**src/rtl/fetch_pc_sequencer.sv**
```systemverilog
// Fetch PC sequencer: owns the architectural PC, issues one imem request at a time,
// holds the returned instruction for decode and applies taken redirects from decode/execute.
package fetch_pc_pkg;
  typedef enum logic {
    PC_INPUT_PC_PLUS_4 = 1'b0,
    PC_INPUT_ALU       = 1'b1
  } pc_input_sel_t;
endpackage

module fetch_pc_sequencer
  import fetch_pc_pkg::*;
#(
  parameter logic [31:0] RESET_VECTOR = 32'h0000_0000
) (
  input  logic          clk,
  input  logic          reset,
  output logic          imem_req_valid,
  input  logic          imem_req_ready,
  output logic [31:0]   imem_req_addr,
  input  logic          imem_rsp_valid,
  input  logic [31:0]   imem_rsp_data,
  output logic          instr_valid,
  output logic [31:0]   instr,
  output logic [31:0]   instr_pc,
  input  logic          instr_ready,
  input  logic          redirect_valid,
  input  pc_input_sel_t redirect_sel,
  input  logic [31:0]   redirect_target,
  output logic          misaligned_fault,
  output logic [2:0]    state_dbg
);

  // Handshakes: imem request transfers on a cycle with imem_req_valid && imem_req_ready;
  // addr holds while valid && !ready except when a taken redirect retargets the pending request.
  // Decode owns instr while instr_valid; it is consumed on a cycle with instr_valid && instr_ready.
  // Exactly one imem_rsp_valid pulse follows each accepted request.

  typedef enum logic [2:0] {
    IDLE  = 3'd0,
    REQ   = 3'd1,
    WAIT  = 3'd2,
    HOLD  = 3'd3,
    DROP  = 3'd4,
    FAULT = 3'd5
  } state_t;

  state_t      state;
  logic [31:0] pc;
  logic        taken;

  assign taken          = redirect_valid && (redirect_sel == PC_INPUT_ALU);
  assign imem_req_valid = (state == REQ);
  assign imem_req_addr  = pc;
  assign state_dbg      = state;

  always_ff @(posedge clk or posedge reset) begin
    if (reset) begin
      state            <= IDLE;
      pc               <= RESET_VECTOR;
      instr            <= 32'h0;
      instr_pc         <= 32'h0;
      instr_valid      <= 1'b0;
      misaligned_fault <= 1'b0;
    end else if (state != FAULT && taken) begin
      instr_valid <= 1'b0;
      if (redirect_target[1:0] != 2'b00) begin
        misaligned_fault <= 1'b1;
        state            <= FAULT;
      end else begin
        pc <= redirect_target;
        // An in-flight request to the old PC leaves one response to discard.
        case (state)
          REQ:        state <= imem_req_ready ? DROP : REQ;
          WAIT, DROP: state <= imem_rsp_valid ? REQ : DROP;
          default:    state <= REQ;
        endcase
      end
    end else begin
      case (state)
        IDLE: state <= REQ;
        REQ: begin
          if (imem_req_ready) state <= WAIT;
        end
        WAIT: begin
          if (imem_rsp_valid) begin
            instr       <= imem_rsp_data;
            instr_pc    <= pc;
            instr_valid <= 1'b1;
            pc          <= pc + 32'd4;
            state       <= HOLD;
          end
        end
        HOLD: begin
          if (instr_ready) begin
            instr_valid <= 1'b0;
            state       <= REQ;
          end
        end
        DROP: begin
          if (imem_rsp_valid) state <= REQ;
        end
        default: state <= FAULT;
      endcase
    end
  end

endmodule

```
**config.mk**
```make
export PLATFORM = sky130hd
export DESIGN_NAME = fetch_pc_sequencer
export DESIGN_NICKNAME = d
export VERILOG_FILES = /design/src/rtl/fetch_pc_sequencer.sv
export SDC_FILE = /design/constraint.sdc
export NUM_CORES = 1
export LEC_CHECK = 0
export ABC_AREA = 0
export ABC_CLOCK_PERIOD_IN_PS = 8400
export CAP_MARGIN = 0
export CORE_MARGIN = 2
export CORE_UTILIZATION = 48
export CTS_CLUSTER_SIZE = 20
export DETAILED_ROUTE_END_ITERATION = 7
export GPL_TIMING_DRIVEN = 0
export HOLD_SLACK_MARGIN = 0.05
export MAX_ROUTING_LAYER = met4
export PLACE_DENSITY = 0.85
export RECOVER_POWER = 25
export SLEW_MARGIN = 10
export SYNTH_ARGS = -nofsm -noshare
export SYNTH_HDL_FRONTEND = slang
export SYNTH_SLANG_ARGS = --single-unit
```
**constraint.sdc**
```tcl
create_clock -name clk -period 8.4 [get_ports clk]
set_input_delay 1.68 -clock clk [delete_from_list [all_inputs] [get_ports clk]]
set_output_delay 1.68 -clock clk [all_outputs]
set_load 0.03 [all_outputs]
```
==> results.md, run 1 <==
* Status: complete, but fails checks
* Failing checks: max-capacitance violations, max-slew violations
* Iteration-0 DRC Markers at 371
* Clk pin slew, worst setup/hold paths at 0.09 ns
* Overall die area at 0.01067 mm2
* Layout Skew at 0.01272 ns
* Met2 usage in global routing at 47.60%
* Worst-margin pin slew at 1.834 ns
* Layer with the highest usage: met2
* Power consumption at 1.905 mW
* Met3 global-route usage at 4.973%
* Count of hold buffers inserted by post-cts repair at 0
* 1st-pass router iterations at 5
* Worst Hold Depth at 2
* Most frequent standard cell in the layout excluding fill and tap cells: nand2_1
* Area contributors post-synth: dfrtp_1 (53%), nand2_1 (18%), a21oi_1 (3.8%)
* Number of antenna violations at the first check in global routing at 0
* Share of the synthesized area in the top cell type at 53.38%
* Post-synthesis to final-layout area growth at 44.69%
* Critical path startpoint category: flop
* Leading register cell type out of synthesis: dfrtp_1
* Total vias in the final route at 4789
* Worst setup path category: flop to primary output
* Max VDD drop at 0.1376 mV
* Clock sink total at 101
* Max_cap viols at 1
* Number of rows in the core area at 36
* Via density per instance at 5.524
* Area leader, netlist: dfrtp_1
* Timing-limited maximum frequency at 277.6 MHz
* First-pass GRT wire length at 23480 um
* Combined global-route utilization of all metal layers at 29.64%
* Post-Synthesis Mean Instance Area at 8.687 um2
* Setup violation total in the final timing report at 0
* GRT met1 Usage at 36.99%
* Final-report hold violation count at 0
* Layout Utilization at 70.74%
* Root buf cell: clkbuf_8
* Final min period at 3.603 ns
* Fin worst setup slack at 4.797 ns
* Antenna diode count at 0
* Drc violations at 0
* I/O Buffers at 172
* Layout Nets at 801
* Maximum number of pins on one net before global-route repair at 62
* Remaining global-route overflow at 0
* Share of the yosys chip area belonging to registers at 53.38%
* Max-slew violation count at 41
* Final worst path period share at 42.89%
* Count of flip-flops with a built-in enable after synthesis at 0
* Chip Height at 103.3 um
* Flip-flop and latch count after synthesis at 101
* Final GP Congestion at 0.8833
* Static leakage at 3.226 nW
* Power per cell area at 278.1 mW/mm2
* Total of cells resized after clock tree synthesis at 0
* Core region area at 0.009684 mm2
* Yosys warning total at 0
* Via count of the first global-routing pass at 4658
* Worst min-delay path class: flop to flop
* Cell depth of the worst flop-to-flop path at 6
* Synth Net Count at 617
* Horizontal die dimension at 103.3 um
* Post-synthesis async set-or-reset flop share at 100.0%
* H-tree depth reported by CTS at 3
* Detailed-placement wirelength estimate at 11180 um
* Number of unique standard cell types used by synthesis at 55
* Critical path arrival at 1.92 ns
* Type of element capturing the critical path: primary output
* Io pins at 173
* Req. time, crit path at 6.72 ns
* Antenna violation net count after detailed routing at 0
* Fraction of final layout cells sized beyond drive strength 1 at 6.948%
* Headroom to the max-slew limit at -22.95%
* Clk buf depth at 2
* Cell area after technology mapping at 0.004735 mm2
* Setup repair after global routing missed its margin: false
* Latest clock arrival within the worst-skew pair at 0.37 ns
* Post-CTS setup buffers at 0
* Worst slack at placement at 4.681 ns
* Commonest cells after routing, fill and taps aside: nand2_1 (222), clkdlybuf4s50_1 (171), dfrtp_1 (101)
* TritonCTS buffer count at 9
* Initial cell density of the core at 48.89%
* Instance count of the mapped netlist at 545
* Post-detailed-route wirelength per cell at 17.44 um
* Clock tree from TritonCTS: built
* CP max FO at 8
* Fin Setup TNS at 0 ns
* Total wire length after detailed routing at 15120 um
## report_power, final
group | internal (mW) | switching, mW
Combinational | 0.352 | 0.499
Clock | 0.147 | 0.171
Sequential | 0.605 | 0.132
Total | 1.10 | 0.802
## final timing paths
path,startpoint,end,slack (ns)
min,instr[16],instr[16],0.48
max in group asynchronous,reset,instr_valid,5.22
max reg2reg,imem_req_addr[2],imem_req_addr[14],6.15
min reg2reg,instr[16],instr[16],0.48
min in group asynchronous,reset,instr[27],2.23
max,state_dbg[0],imem_req_valid,4.80
## per-layer routing
metal / share of wire (%) / vias to the layer above
met2: 49 / 256
li1: - / 2214
met4: 2.5 / 0
met1: 40 / 2283
met3: 8.8 / 36
met5: 0 / -
## worst max-delay path, cell delays in order, from the launching register on
cell	delay, ns
dfrtp_1	0.49
nor3b_1	0.33
clkdlybuf4s50_1	0.75
## flip-flops by register name, indices dropped and copies added (netlist names)
| register | cells |
|---|---|
| imem_req_addr | 32 |
| state_dbg | 3 |
| instr_pc | 32 |
| instr | 32 |
| instr_valid | 1 |
| misaligned_fault | 1 |
## cells by family after synthesis
family	after synthesis	synth area share (%)
simple gates	313	29.36
flops	101	53.38
compound gates	89	11.87
buf+inv	36	4.096
mux	4	0.8457
xor+xnor	1	0.1850
fa+ha+maj	1	0.2642
## Yosys cell counts (2+ instances only)
library cell	number
a21oi_1	36
a2bb2oi_1	4
a31oi_1	4
a41oi_1	3
and2_1	6
and3_1	4
and3b_1	2
and4_1	4
and4_4	2
buf_2	16
buf_4	4
buf_6	3
clkbuf_1	9
dfrtp_1	101
inv_1	2
mux2i_1	4
nand2_1	222
nand2b_1	2
nand3_1	17
nand4_1	8
nand4_2	2
nor2_1	25
nor2b_1	2
nor3_1	4
nor3b_1	2
o21ai_0	12
o22a_1	4
o22ai_1	11
o32ai_1	2
or3_1	3
## cell type report
type	instances	area [um2]
clock buffer	11	141.4
clock inverter	5	57.56
timing repair buffer	173	1749
inverter	2	8.758
sequential	101	2527
tap	133	166.4
multi-input combinational	408	2013
buffer	34	186.4
fill	729	2834
## through the flow
stage	instances	hold slack [ns]	cell area (um2)
floorplan	545	0.6467	4735
global placement	850	0.4578	6623
detailed placement	851	0.4618	6653
CTS	867	0.4834	6852
global route	867	0.5032	6850
finish	867	0.4843	6850
Note: power is estimated with default switching activity, not from simulation.
==> inputs of run 2 (changes only) <==
--- a/config.mk
+++ b/config.mk
@@ -6,16 +6,16 @@
 export NUM_CORES = 1
 export LEC_CHECK = 0
 export ABC_AREA = 0
-export ABC_CLOCK_PERIOD_IN_PS = 8400
+export ABC_CLOCK_PERIOD_IN_PS = 3000
 export CAP_MARGIN = 0
 export CORE_MARGIN = 2
-export CORE_UTILIZATION = 48
+export CORE_UTILIZATION = 41
 export CTS_CLUSTER_SIZE = 20
 export DETAILED_ROUTE_END_ITERATION = 7
 export GPL_TIMING_DRIVEN = 0
 export HOLD_SLACK_MARGIN = 0.05
 export MAX_ROUTING_LAYER = met4
-export PLACE_DENSITY = 0.85
+export PLACE_DENSITY = 0.78
 export RECOVER_POWER = 25
 export SLEW_MARGIN = 10
 export SYNTH_ARGS = -nofsm -noshare
==> constraint.sdc (replaced) <==
create_clock -name clk -period 3 [get_ports clk]
set_input_delay 0.6 -clock clk [delete_from_list [all_inputs] [get_ports clk]]
set_output_delay 0.6 -clock clk [all_outputs]
set_load 0.03 [all_outputs]
==> run 2 against run 1 <==
Effect of this change: register-to-register slack worse by 5.4 ns; sequential power grew to 2.8 times the previous value; sequential share of layout area is 0.55 points lower; sequential cell count stayed put; the run still ends with max-capacitance violations, max-slew violations left; clock skew is 0.0056 ns lower.
==> results.md, run 2 (synthesis gave the netlist of run 1 again) <==
* Status: complete, but fails checks
* Failing checks: max-capacitance violations, max-slew violations
* Sw frac at 40.81%
* Max-slew violation count at 29
* H-tree depth reported by CTS at 3
* Placed Cells incl. Taps at 862
* Maximum number of pins on one net before global-route repair at 42
* Horizontal die dimension at 111.5 um
* Via count of the first global-routing pass at 4566
* Clk buf depth at 2
* Master of the slowest instance on the critical path: clkdlybuf4s50_1
* Number of antenna violations at the first check in global routing at 0
* Clk pin slew, worst setup/hold paths at 0.07 ns
* CP max FO at 8
* Most frequent standard cell in the layout excluding fill and tap cells: nand2_1
* Req. time, crit path at 2.40 ns
* Type of element capturing the critical path: primary output
* Placed instance area at 0.006679 mm2
* Drc violations at 0
* Layout Utilization at 61.43%
* Fraction of final layout cells sized beyond drive strength 1 at 7.211%
* Combinational fraction of design power at 42.5%
* Total vias in the final route at 4705
* Crit-path max cell delay at 0.73 ns
* Fin Setup TNS at 0 ns
* Detailed-placement wirelength estimate at 10630 um
* Number of rows in the core area at 39
* Latest clock arrival within the worst-skew pair at 0.35 ns
* Chip Height at 111.5 um
* Post-CTS setup buffers at 0
* Commonest cells after routing, fill and taps aside: nand2_1 (222), clkdlybuf4s50_1 (171), dfrtp_1 (101)
* Static leakage at 3.263 nW
* Critical path arrival at 1.88 ns
* First-pass GRT wire length at 23420 um
* Count of hold buffers inserted by post-cts repair at 0
* Layout Skew at 0.007136 ns
* Fin cells at 878
* Antenna violation net count after detailed routing at 0
* Power consumption at 5.515 mW
* Summed area of non-filler cells in the final layout at 0.006954 mm2
* Post-synthesis to final-layout area growth at 46.88%
* Post-detailed-route wirelength per cell at 16.56 um
* Layout filler cell count at 969
* Via density per instance at 5.359
* Hold slack at 0.4744 ns
* Antenna diode count at 0
* Max VDD drop at 0.4307 mV
* Iteration-0 DRC Markers at 291
* Io pins at 173
* Layout Nets at 802
* Clock tree from TritonCTS: built
* TritonCTS buffer count at 9
* Initial cell density of the core at 41.82%
* Root buf cell: clkbuf_16
* Worst slack at placement at 0.3801 ns
* Final min period at 2.483 ns
* Design internal power at 3.264 mW
* Multi-input gate area at 0.002013 mm2
* Setup violation total in the final timing report at 0
* I/O Buffers at 172
* Worst setup path category: flop to primary output
* Max_cap viols at 1
* Clock group share of total power at 19.9%
* Sequential cell area at 0.002527 mm2
* Timing-limited maximum frequency at 402.7 MHz
* Combined global-route utilization of all metal layers at 24.11%
* Overall die area at 0.01242 mm2
* Remaining global-route overflow at 0
* Total of cells resized after clock tree synthesis at 0
* Power per cell area at 793.1 mW/mm2
* Core region area at 0.01132 mm2
* Final GP Congestion at 0.8572
* Worst min-delay path class: flop to flop
* Final worst path period share at 82.77%
* Headroom to the max-slew limit at -1.783%
* Proportion of power drawn by flip-flops and latches at 37.5%
* Worst-margin pin slew at 1.518 ns
* Critical path startpoint category: flop
* Clock sink total at 101
* Total wire length after detailed routing at 14540 um
* Worst-path cell chain: nor3b_1 > clkdlybuf4s50_1
* Setup repair after global routing missed its margin: false
* Fin worst setup slack at 0.5170 ns
* 1st-pass router iterations at 5
* Final-report hold violation count at 0
* Switching power at 2.251 mW
-- run 2: metal layers --
metal | routed length [um] | part of all wire (%) | global-route usage (%)
met4 | 301 | 2.1 | 10.04
met1 | 6446 | 44 | 31.02
met5 | 0 | 0 | -
met3 | 892 | 6.1 | 3.865
met2 | 6899 | 47 | 38.25
-- run 2: layout make-up --
type                            instances  area share, %
Buffer                                 34          2.681
Clock buffer                           10          3.436
Clock inverter                          6         0.5578
Inverter                                2         0.1259
Multi-Input combinational cell        408          28.95
Sequential cell                       101          36.34
Tap cell                              143          2.573
Timing Repair Buffer                  174          25.33
-- run 2: power by group through the flow --
stage | combinational, mW | clock [mW] | sequential, mW
finish | 2.35 | 1.10 | 2.07
global route | 2.49 | 1.19 | 2.12
CTS | 2.36 | 1.11 | 2.06
detailed placement | 2.35 | 0 | 2.09
global placement | 2.31 | 0 | 2.08
floorplan | 0.686 | 0 | 2.68
-- run 2: critical path: cells and delay by family, from the launching register on --
family / cells / cell delay (ns)
buffers and inverters: 1 / 0.73
DFF: 1 / 0.49
and+or+nand+nor: 1 / 0.32
-- run 2: worst paths after layout --
| path | startpoint | end | slack (ns) | cells past startpoint |
|---|---|---|---|---|
| hold reg to reg | instr_pc[2] | instr_pc[2] | 0.47 | 2 |
| setup reg to reg | imem_req_addr[2] | imem_req_addr[14] | 0.80 | 6 |
| min in group asynchronous | reset | instr_pc[16] | 1.07 | 2 |
| setup / recovery | state_dbg[0] | imem_req_valid | 0.52 | 2 |
| hold / removal | instr_pc[2] | instr_pc[2] | 0.47 | 2 |
| max in group asynchronous | reset | instr[3] | 1.14 | 3 |
